<file path="config.mk">
export PLATFORM = sky130hd
export DESIGN_NAME = branch_resolve_unit
export DESIGN_NICKNAME = d
export VERILOG_FILES = /design/src/rtl/branch_resolve_unit_pkg.sv /design/src/rtl/branch_resolve_unit_cond.sv /design/src/rtl/branch_resolve_unit.sv
export SDC_FILE = /design/constraint.sdc
export NUM_CORES = 1
export LEC_CHECK = 0
export CAP_MARGIN = 20
export CORE_MARGIN = 1.5
export CORE_UTILIZATION = 41
export CTS_CLUSTER_DIAMETER = 100
export DETAILED_ROUTE_END_ITERATION = 10
export PLACE_DENSITY = 0.7
export SLEW_MARGIN = 20
export SYNTH_ARGS = -nofsm -noshare
export SYNTH_HDL_FRONTEND = slang
export SYNTH_SLANG_ARGS = --single-unit
</file>
<file path="constraint.sdc">
create_clock -name clk -period 6.3 [get_ports clk]
set_clock_uncertainty 0.1 [all_clocks]
set_input_delay 1.26 -clock clk [delete_from_list [all_inputs] [get_ports clk]]
set_output_delay 1.26 -clock clk [all_outputs]
set_load 0.01 [all_outputs]
</file>
<file path="src/rtl/branch_resolve_unit_pkg.sv">
// Shared definitions for the execute-stage branch resolver: funct3 branch
// encodings, FSM state encoding and the default datapath width.
package branch_resolve_unit_pkg;

    localparam int unsigned XLEN_DEFAULT = 32;

    localparam logic [2:0] F3_BEQ  = 3'b000;
    localparam logic [2:0] F3_BNE  = 3'b001;
    localparam logic [2:0] F3_BLT  = 3'b100;
    localparam logic [2:0] F3_BGE  = 3'b101;
    localparam logic [2:0] F3_BLTU = 3'b110;
    localparam logic [2:0] F3_BGEU = 3'b111;

    typedef enum logic {
        StIdle,
        StFlush
    } state_e;

endpackage

</file>
<file path="src/rtl/branch_resolve_unit_cond.sv">
// Combinational branch-condition evaluator: funct3 plus SUB flags -> taken/illegal.
// Kept standalone so an ID-stage early resolver can reuse it.
module branch_cond_eval
    import branch_resolve_unit_pkg::*;
(
    input  logic [2:0] i_funct3,
    input  logic       i_zero,
    input  logic       i_negative,
    input  logic       i_carry,
    input  logic       i_overflow,
    output logic       o_cond,
    output logic       o_illegal
);

    always_comb begin
        o_cond    = 1'b0;
        o_illegal = 1'b0;
        case (i_funct3)
            F3_BEQ:  o_cond = i_zero;
            F3_BNE:  o_cond = ~i_zero;
            F3_BLT:  o_cond = i_negative ^ i_overflow;
            F3_BGE:  o_cond = ~(i_negative ^ i_overflow);
            // Carry set means no borrow, i.e. rs1 >= rs2 unsigned.
            F3_BLTU: o_cond = ~i_carry;
            F3_BGEU: o_cond = i_carry;
            default: o_illegal = 1'b1;
        endcase
    end

endmodule

</file>
<file path="src/rtl/branch_resolve_unit.sv">
// Execute-stage branch/jump resolver: registered fetch redirect, wrong-path
// flush sequencing and saturating branch performance counters.
module branch_resolve_unit
    import branch_resolve_unit_pkg::*;
#(
    parameter int unsigned XLEN         = XLEN_DEFAULT,
    parameter int unsigned FLUSH_CYCLES = 2,
    parameter int unsigned CNT_W        = 16
) (
    input  logic             clk,
    input  logic             rst,
    input  logic             valid_e,
    input  logic             branch_e,
    input  logic             jal_e,
    input  logic             jalr_e,
    input  logic [2:0]       funct3_e,
    input  logic             zero_e,
    input  logic             negative_e,
    input  logic             carry_e,
    input  logic             overflow_e,
    input  logic [XLEN-1:0]  pc_e,
    input  logic [XLEN-1:0]  imm_e,
    input  logic [XLEN-1:0]  rs1_e,
    input  logic             stall_i,
    output logic             redirect_o,
    output logic [XLEN-1:0]  redirect_pc_o,
    output logic             flush_d_o,
    output logic             flush_e_o,
    output logic             misalign_o,
    output logic             illegal_br_o,
    output logic [CNT_W-1:0] br_count_o,
    output logic [CNT_W-1:0] taken_count_o
);

    localparam logic [2:0]       FlushLoad = 3'(FLUSH_CYCLES - 1);
    localparam logic [CNT_W-1:0] CntMax    = {CNT_W{1'b1}};
    localparam logic [XLEN-1:0]  Bit0Mask  = ~XLEN'(1);

    logic            w_cond;
    logic            w_illegal;
    logic            w_is_br;
    logic            w_take;
    logic [XLEN-1:0] w_target;

    state_e           r_state;
    logic [2:0]       r_cnt;
    logic             r_redirect;
    logic [XLEN-1:0]  r_redirect_pc;
    logic             r_flush;
    logic             r_misalign;
    logic             r_illegal;
    logic [CNT_W-1:0] r_br_count;
    logic [CNT_W-1:0] r_taken_count;

    branch_cond_eval u_cond (
        .i_funct3   (funct3_e),
        .i_zero     (zero_e),
        .i_negative (negative_e),
        .i_carry    (carry_e),
        .i_overflow (overflow_e),
        .o_cond     (w_cond),
        .o_illegal  (w_illegal)
    );

    // A conditional branch only counts when no jump flag overrides it.
    assign w_is_br = branch_e & ~jal_e & ~jalr_e;
    assign w_take  = valid_e & (jalr_e | jal_e | (w_is_br & w_cond));

    always_comb begin
        w_target = pc_e + imm_e;
        if (jalr_e) begin
            w_target = (rs1_e + imm_e) & Bit0Mask;
        end
    end

    always_ff @(posedge clk) begin
        if (rst) begin
            r_state       <= StIdle;
            r_cnt         <= 3'd0;
            r_redirect    <= 1'b0;
            r_redirect_pc <= '0;
            r_flush       <= 1'b0;
            r_misalign    <= 1'b0;
            r_illegal     <= 1'b0;
            r_br_count    <= '0;
            r_taken_count <= '0;
        end else begin
            r_redirect <= 1'b0;
            r_misalign <= 1'b0;
            r_illegal  <= 1'b0;
            case (r_state)
                StIdle: begin
                    r_flush <= 1'b0;
                    if (!stall_i) begin
                        if (w_take) begin
                            if (w_target[1]) begin
                                r_misalign <= 1'b1;
                            end else begin
                                r_redirect    <= 1'b1;
                                r_redirect_pc <= w_target;
                                r_flush       <= 1'b1;
                                r_cnt         <= FlushLoad;
                                if (FlushLoad != 3'd0) begin
                                    r_state <= StFlush;
                                end
                            end
                        end
                        if (valid_e && w_is_br) begin
                            r_illegal <= w_illegal;
                            if (r_br_count != CntMax) begin
                                r_br_count <= r_br_count + 1'b1;
                            end
                            if (w_cond && r_taken_count != CntMax) begin
                                r_taken_count <= r_taken_count + 1'b1;
                            end
                        end
                    end
                end
                StFlush: begin
                    // Wrong-path EX contents are ignored; stall freezes the countdown.
                    if (!stall_i) begin
                        if (r_cnt == 3'd0) begin
                            r_flush <= 1'b0;
                            r_state <= StIdle;
                        end else begin
                            r_cnt <= r_cnt - 3'd1;
                        end
                    end
                end
            endcase
        end
    end

    assign redirect_o    = r_redirect;
    assign redirect_pc_o = r_redirect_pc;
    assign flush_d_o     = r_flush;
    assign flush_e_o     = r_flush;
    assign misalign_o    = r_misalign;
    assign illegal_br_o  = r_illegal;
    assign br_count_o    = r_br_count;
    assign taken_count_o = r_taken_count;

endmodule

</file>
Word-level counts from Yosys, hierarchy flattened:

Index checks and enable logic that the tools add are counted.

* flip-flop bits (word level): 71
* input port bits: 110
* output and inout bits: 69
* word-level logic and storage cells: 76

* add/sub/neg operators: 5
* equality and inequality tests: 13
* mux-type cells: 19
* bitwise operators: 17
* reductions and logical operators: 13

Operators by type and width (count)
* $add 32x32->32: 2
* $add 16x1->16 const B: 2
* $mux 32: 1
* $ne 16x16->1 const B: 2
* $mux 3: 5
* $eq 3x3->1 const B: 4
* $reduce_and 4->1: 3
* $ne 2x2->1 const B: 5
* $not 1->1: 10
* $mux 1: 9
* $reduce_or 4->1: 2
* $logic_not 3->1: 2
* $pmux 1 s6: 1
* $pmux 3 s2: 1
* $reduce_or 6->1: 1
* $reduce_and 5->1: 1
* $and 1x1->1: 4
* $pmux 1 s2: 2
* $eq 3x1->1 const B: 1
* $sub 3x1->3 const B: 1
* $logic_and 1x1->1: 2
* $ne 2x1->1 const B: 1
* $or 1x1->1: 2
* $reduce_and 2->1: 1
* 2 further kinds: 2

Logic depth before layout (Yosys ltp):

Gate-level depths: netlist of run 1.

* depth in word-level cells: 9
* depth in mapped cells: 12
* depth with buffers taken out: 12

Hierarchy:

Synthesis of run 1 repeated with hierarchy kept, for this count alone.

* cells, all modules: 821
* area, all modules: 6374.9 um^2

Modules (own cells, without submodules)
* branch_resolve_unit: times used 1, cells each 810, area each 6301.0 um^2, seq. area each 1421.4 um^2
* branch_cond_eval: times used 1, cells each 11, area each 73.8 um^2, seq. area each 0.0 um^2

Worst setup path before layout of run 1:

No wires, ideal clock.

* kind: input -> register
* start point: in imm_e[14]
* end point: reg r_redirect_pc[23], in the netlist redirect_pc_o[23]
* library setup time: 0.115 ns
* arrival time: 3.767 ns
* slack: 2.319 ns
* stages on the path: 10
* cell sequence: ha_1 > buf_2 > a21o_1 > a221o_1 > a2111oi_2 > a21oi_1 > and3_1 > o21ai_0 > mux2_2 > a2111oi_0

* longest elaborated chain between the ends: 2
* elaborated cells on any way between the ends: 3
* those cells by class: add/sub: 2; mux: 1

RTL lines
* start: declaration: line branch_resolve_unit.sv:22 `input logic [XLEN-1:0] imm_e,`
* $add 32x32->32, on equally long branches: line branch_resolve_unit.sv:70, branch_resolve_unit.sv:72
* $mux 32 *: line branch_resolve_unit.sv:71 `if (jalr_e) begin`
* end signal: assignment: line branch_resolve_unit.sv:100 `r_redirect_pc <= w_target;`
* end: declaration: line branch_resolve_unit.sv:48 `logic [XLEN-1:0] r_redirect_pc;`

Mark *: on every way between the ends. The rest lies on a longest branch, timed or not.
A chain may end at the register's enable or synchronous reset.

Worst setup path after layout of run 1:

* start point: in imm_e[7]
* end point: reg r_redirect_pc[20], in the netlist redirect_pc_o[20]

The elaborated chain is that of the path after synthesis.

==> results_dict.tcl, run 1 <==
set metrics [dict create \
    cts_resized 0 \
    route.detailed.vias_per_inst 5.57 \
    synth-seq-cells 71 \
    initial_core_utilization 0.423 \
    number_of_flops_mapped_to_enable_cells_by_yosys 0 \
    global_route.overflow_total 0 \
    drt_drc_violations_left 0 \
    worst_setup_path_start_kind "primary input" \
    place.gp.congestion 0.931 \
    static_leakage_power_nw 3.42 \
    overall_power_mw 1.55 \
    antenna_cells_inserted 0 \
    ff2ff_setup_slack_ns 3.58 \
    wl_per_cell_um 15.8 \
    crit_path_end_kind "flop" \
    path_max_fanout 4 \
    grt_max_degree 71 \
    stdcell_count 1220 \
    ys.warnings.count 0 \
    via_count_of_the_first_global_routing_pass 6355 \
    postRouteWirelength_um 19200 \
    post_synthesis_cell_area_um2 6480 \
    postSynthAreaPerCell_um2 7.65 \
    min_period_ns 4.45 \
    postCtsHoldBufs 0 \
    synth_nets 1024 \
    crit_arrival_ns 4.57 \
    hold_end "redirect_pc_o[8]" \
    async_flop_share 0 \
    antenna_found_initial 0 \
    holdCritStartpoint "redirect_pc_o[8]" \
    placed_wire_length_estimate_um 15100 \
    final.setup.worst_slack_ns 1.85 \
    hold_viol 0 \
    htreeDepth 3 \
    ys_seq_area_frac 0.219 \
    regToRegStartpoint "r_state" \
    route.vias.total 6791 \
    synth_flop_cell "sky130_fd_sc_hd__dfxtp_1" \
    timing.setup.critical_path_class "primary input to flop" \
    cts-buffers-inserted 9 \
    max-slew-margin-rel 0.490 \
    clock_latency_ns 0.33 \
    post_route_cells_drive_above_1_share 0.0387 \
    setup_violations 0 \
    die_area_um2 16600 \
    drv.max_cap_violation_count 0 \
    tritoncts_clock_tree "yes" \
    syn-instance-count 847 \
    clk_pin_slew_ns 0.06 \
    ios 179 \
    postRouteAntennaNets 0 \
    maxSlewViolCount 0 \
    final.period_utilization 0.707 \
    synth_cell_types 66 \
    achievable-frequency_ghz 0.224 \
    post-route-util 0.568 \
    cts.repair_timing.setup_buffer_count 0 \
    layout.nets 1181 \
    clockBufferDepth 2 \
    critPathLaunch "imm_e[7]" \
    fin_setup_tns_ns 0 \
    tritoncts_num_sinks 71 \
    hp-class "flop to flop" \
    actual_slew_at_the_worst_max_slew_pin_ns 0.745 \
    detailedPlace.worstSlack_ns 1.52 \
    layout_commonest_cell "sky130_fd_sc_hd__clkdlybuf4s50_1" \
    place_inst 1204 \
    p_per_area_nw_per_um2 178 \
    rr_worst_depth 7 \
    fp.dieH_um 129 \
    rsz0062_at_grt "no" \
    grt_usage 0.229 \
    hold-path-cell-count 2 \
    power.ir.vdd_worst_mv 0.108 \
    syn_to_final_growth_pct 34.3 \
    drt_iter0_drc 437 \
    chipWidth_um 129 \
    core_area_um2 15300 \
    status "completed" \
    std_cell_rows 45 \
    critPathRequiredTime_ns 6.41 \
    drtPass1Iterations 5 \
    most-common-layout-cells "sky130_fd_sc_hd__clkdlybuf4s50_1, sky130_fd_sc_hd__nor2_1, sky130_fd_sc_hd__a21oi_1" \
    cts_root_buf "sky130_fd_sc_hd__clkbuf_16" \
    grt_pass1_wl_um 30600 \
    port-buffer-count 177 \
    reg2reg_to "redirect_pc_o[29]" \
]
synthesized netlist by cell type, types with 5 or more instances:
library cell	n	area, um^2
sky130_fd_sc_hd__o21bai_1	10	75.1
sky130_fd_sc_hd__clkbuf_1	31	116
sky130_fd_sc_hd__nor2_1	95	357
sky130_fd_sc_hd__or4_1	5	37.5
sky130_fd_sc_hd__a221oi_1	6	52.6
sky130_fd_sc_hd__ha_1	65	813
sky130_fd_sc_hd__inv_1	24	90.1
sky130_fd_sc_hd__nand2_1	62	233
sky130_fd_sc_hd__and3_1	15	93.8
sky130_fd_sc_hd__xnor2_1	41	359
sky130_fd_sc_hd__xor2_1	32	280
sky130_fd_sc_hd__o21a_1	11	82.6
sky130_fd_sc_hd__nand4_1	19	119
sky130_fd_sc_hd__a21oi_1	90	450
sky130_fd_sc_hd__a211oi_1	22	165
sky130_fd_sc_hd__mux2i_1	8	80.1
sky130_fd_sc_hd__nor3_1	18	90.1
sky130_fd_sc_hd__o21ai_0	54	270
sky130_fd_sc_hd__and2_1	7	43.8
sky130_fd_sc_hd__or3_1	8	50.1
sky130_fd_sc_hd__nand3_1	22	110
sky130_fd_sc_hd__dfxtp_1	71	1420
sky130_fd_sc_hd__a2111oi_0	10	87.6
sky130_fd_sc_hd__a21o_1	36	270
sky130_fd_sc_hd__nor2b_1	8	50.1
sky130_fd_sc_hd__nand2b_1	8	50.1
sky130_fd_sc_hd__o211ai_1	8	60.1
registers in the layout, summed over array words and instances, names as in the netlist:
register / count
br_count_o: 16
flush_d_o: 1
illegal_br_o: 1
misalign_o: 1
r_cnt: 3
r_state: 1
redirect_o: 1
redirect_pc_o: 31
taken_count_o: 16
layout make-up:
| type | count | area [um^2] |
|---|---|---|
| fillers | 1486 | 6620 |
| well taps | 211 | 264 |
| repair buffers | 181 | 1800 |
| multi-input cells | 717 | 4830 |
| flip-flops and latches | 71 | 1420 |
| clock inverters | 5 | 57.6 |
| clock buffers | 11 | 243 |
| inverters | 24 | 90.1 |
critical path, stage by stage:
cell and delay [ns]:
sky130_fd_sc_hd__clkdlybuf4s50_1 0.44, sky130_fd_sc_hd__ha_1 0.37, sky130_fd_sc_hd__a2111oi_0 0.69, sky130_fd_sc_hd__a21oi_1 0.28
sky130_fd_sc_hd__a21o_1 0.25, sky130_fd_sc_hd__a221oi_1 0.56, sky130_fd_sc_hd__o21bai_1 0.17, sky130_fd_sc_hd__xnor2_1 0.14
sky130_fd_sc_hd__a2111oi_0 0.39
kinds of logic (layout without fill, tap and decap cells):
group	count (synthesis)	in the layout	synth area share
xor gates and xnor gates	74	74	0.102
and+or+nand+nor	285	285	0.216
buffers and inverters	59	221	0.0355
adders and majority gates	67	67	0.132
AOI/OAI and AO/OA	279	279	0.277
DFF	71	71	0.219
muxes	11	11	0.0176
other	1	1	0.000579
stage by stage:
| step | area, um^2 | hold slack (ns) |
|---|---|---|
| CTS | 8700 | 0.353 |
| global route | 8700 | 0.368 |
| global placement | 8400 | 0.344 |
| detailed placement | 8400 | 0.346 |
| finish | 8700 | 0.354 |
| floorplan | 6480 | 0.376 |
worst max path at each step:
stage | cells after the start | end
floorplan | 10 | redirect_pc_o[23]
global placement | 9 | redirect_pc_o[24]
detailed placement | 9 | redirect_pc_o[20]
CTS | 9 | redirect_pc_o[20]
global route | 9 | redirect_pc_o[20]
finish | 9 | redirect_pc_o[20]
where the power goes:
group / switching (mW) / internal, mW
clock: 0.198 / 0.317
combinational: 0.296 / 0.265
sequential: 0.0103 / 0.466
total: 0.504 / 1.05
layer usage:
| metal | vias up | GRT usage | routed length, um | part of all wire |
|---|---|---|---|---|
| met2 | 215 | 0.379 | 8760 | 0.46 |
| li1 | 3423 | - | - | - |
| met1 | 3129 | 0.315 | 9070 | 0.47 |
| met4 | 0 | 0.0674 | 279 | 0.015 |
| met5 | - | 0 | 0 | 0 |
| met3 | 24 | 0.0262 | 1110 | 0.057 |
(Power assumes the default switching activity.)
==> run 2, diff against run 1 <==
Settings changed: PLACE_DENSITY 0.7 to 0.73.
Clock period 6.3 ns to 3.9 ns, I/O delays scaled along.
==> run 2 against run 1 <==
  * Global-route usage rose by 0.99 points
  * Critical path depth rose by 2
  * Critical endpoint is now redirect_pc_o[23]
  * Via count rose by 3.3%
  * Critical path type unchanged
  * Design area rose by 4.8%
  * Setup slack got worse by 1.7 ns
  * Die area did not move
==> results_dict.tcl, run 2 (synthesis results as in run 1) <==
set metrics [dict create \
    status "completed" \
    cts-buffers-inserted 9 \
    critical_path.n_buffers_inverters 1 \
    reg2reg_to "br_count_o[11]" \
    path_max_fanout 3 \
    chipWidth_um 129 \
    hold_end "redirect_pc_o[2]" \
    critical_path.max_stage_delay_ns 0.43 \
    max-slew-margin-rel 0.588 \
    rr_worst_depth 7 \
    antenna_found_initial 0 \
    p_per_area_nw_per_um2 276 \
    drv.max_cap_violation_count 0 \
    crit_slowest_cell "sky130_fd_sc_hd__clkdlybuf4s50_1" \
    ff2ff_setup_slack_ns 1.37 \
    power.ir.vdd_worst_mv 0.162 \
    fp.dieH_um 129 \
    core_area_um2 15300 \
    std_cell_rows 45 \
    min_period_ns 3.74 \
    regToRegStartpoint "r_state" \
    overall_power_mw 2.51 \
    flip_flop_count_of_the_largest_register_all_copies_and_words_added 31 \
    hp-class "flop to flop" \
    tritoncts_num_sinks 71 \
    final.period_utilization 0.959 \
    grt_pass1_wl_um 32000 \
    actual_slew_at_the_worst_max_slew_pin_ns 0.618 \
    htreeDepth 3 \
    grt_usage 0.239 \
    achievable-frequency_ghz 0.267 \
    holdCritStartpoint "redirect_pc_o[2]" \
    static_leakage_power_nw 3.68 \
    critical-path-top-delay-family "compound AO/OA/AOI/OAI gates" \
    placed_wire_length_estimate_um 16000 \
    critPathRequiredTime_ns 4.03 \
    drtPass1Iterations 5 \
    layout.nets 1235 \
    postRouteAntennaNets 0 \
    via_count_of_the_first_global_routing_pass 6555 \
    drt_drc_violations_left 0 \
    die_area_um2 16600 \
    place.gp.congestion 0.901 \
    initial_core_utilization 0.423 \
    port-buffer-count 177 \
    most-common-layout-cells "sky130_fd_sc_hd__clkdlybuf4s50_1, sky130_fd_sc_hd__nor2_1, sky130_fd_sc_hd__a21oi_1" \
    hold-path-cell-count 2 \
    post_route_cells_drive_above_1_share 0.0931 \
    wl_per_cell_um 15.6 \
    fin_setup_tns_ns 0 \
    timing.setup.critical_path_class "primary input to flop" \
    crit_chain "clkdlybuf4s50_1 -> ha_1 -> a21oi_2 -> o21ai_1 -> a221o_1 -> a2111oi_4 -> a21oi_1 -> and3_1 -> o21ai_0 -> mux2_2 -> a2111oi_2" \
    postRouteWirelength_um 19900 \
    syn_to_final_growth_pct 40.7 \
    layout_commonest_cell "sky130_fd_sc_hd__clkdlybuf4s50_1" \
    antenna_cells_inserted 0 \
    route.detailed.vias_per_inst 5.51 \
    route.vias.total 7016 \
    crit_path_end_kind "flop" \
    global_route.overflow_total 0 \
    clockBufferDepth 2 \
    maxSlewViolCount 0 \
    tritoncts_clock_tree "yes" \
    drt_iter0_drc 649 \
    setup_violations 0 \
    ios 179 \
    postCtsHoldBufs 0 \
    grt_max_degree 38 \
    worst_setup_path_start_kind "primary input" \
    clk_pin_slew_ns 0.06 \
    crit_arrival_ns 3.86 \
    cts_root_buf "sky130_fd_sc_hd__clkbuf_16" \
    clock_latency_ns 0.33 \
    hold_viol 0 \
]
[run 2: cell types whose count changed in the layout (fill, tap and decap cells not counted), moves of 2 or more]
cell                        change
sky130_fd_sc_hd__a21oi_1        -2
sky130_fd_sc_hd__a2111oi_0      -2
sky130_fd_sc_hd__buf_4         +54
sky130_fd_sc_hd__clkinv_4       +2
sky130_fd_sc_hd__a21oi_2        +2
[run 2: final cells by class]
class,instances,area (um^2)
fill,1441,6200
tap,211,264
timing repair buffer,235,2200
sequential,71,1420
clock inverter,7,50.0
multi-input combinational,717,4860
inverter,24,90.1
clock buffer,9,225
[run 2: repair_timing]
action,in CTS,in global routing
buffers inserted,0,0
endpoints found under the setup margin,0,6
gates resized for setup,0,8
endpoints found under the hold margin,0,0
[run 2: routing by layer]
metal / track usage / routed length (um) / vias to the layer above
li1: - / - / 3539
met1: 0.340 / 9590 / 3202
met2: 0.373 / 8750 / 247
met3: 0.0283 / 1140 / 28
met4: 0.0859 / 451 / 0
met5: 0 / 0 / -
[run 2: worst min-delay path: stages, from the launching register on]
cell                      delay [ns]
sky130_fd_sc_hd__dfxtp_1        0.31
sky130_fd_sc_hd__nand2_1        0.05
sky130_fd_sc_hd__a21oi_1        0.05
[run 2: how the worst max path moves through the flow]
stage / start / endpoint / slack (ns) / depth (start not counted)
after global routing: imm_e[2] / redirect_pc_o[20] / -0.02 / 12
after detailed placement: imm_e[1] / redirect_pc_o[30] / -0.22 / 12
after global placement: imm_e[1] / redirect_pc_o[30] / -0.20 / 12
after floorplan: imm_e[14] / redirect_pc_o[23] / 0.40 / 10
after CTS: imm_e[12] / redirect_pc_o[23] / 0.12 / 11
final: imm_e[12] / redirect_pc_o[23] / 0.16 / 11
[run 2: metrics by stage]
step	cells	cell area [um^2]	setup slack (ns)	utilization	hold WS [ns]
floorplan	847	6480	0.399	-	0.376
global placement	1258	8800	-0.204	0.575	0.344
detailed placement	1258	8800	-0.217	0.575	0.348
CTS	1274	9080	0.117	0.593	0.357
global route	1274	9120	-0.0173	0.595	0.381
finish	1274	9120	0.161	0.595	0.353
[run 2: report_power, final]
group          leakage [nW]  total (mW)  internal (mW)  switching, mW
Sequential            0.575       0.769          0.752         0.0172
Combinational          2.97       0.989          0.487          0.503
Clock                 0.127       0.754          0.430          0.324
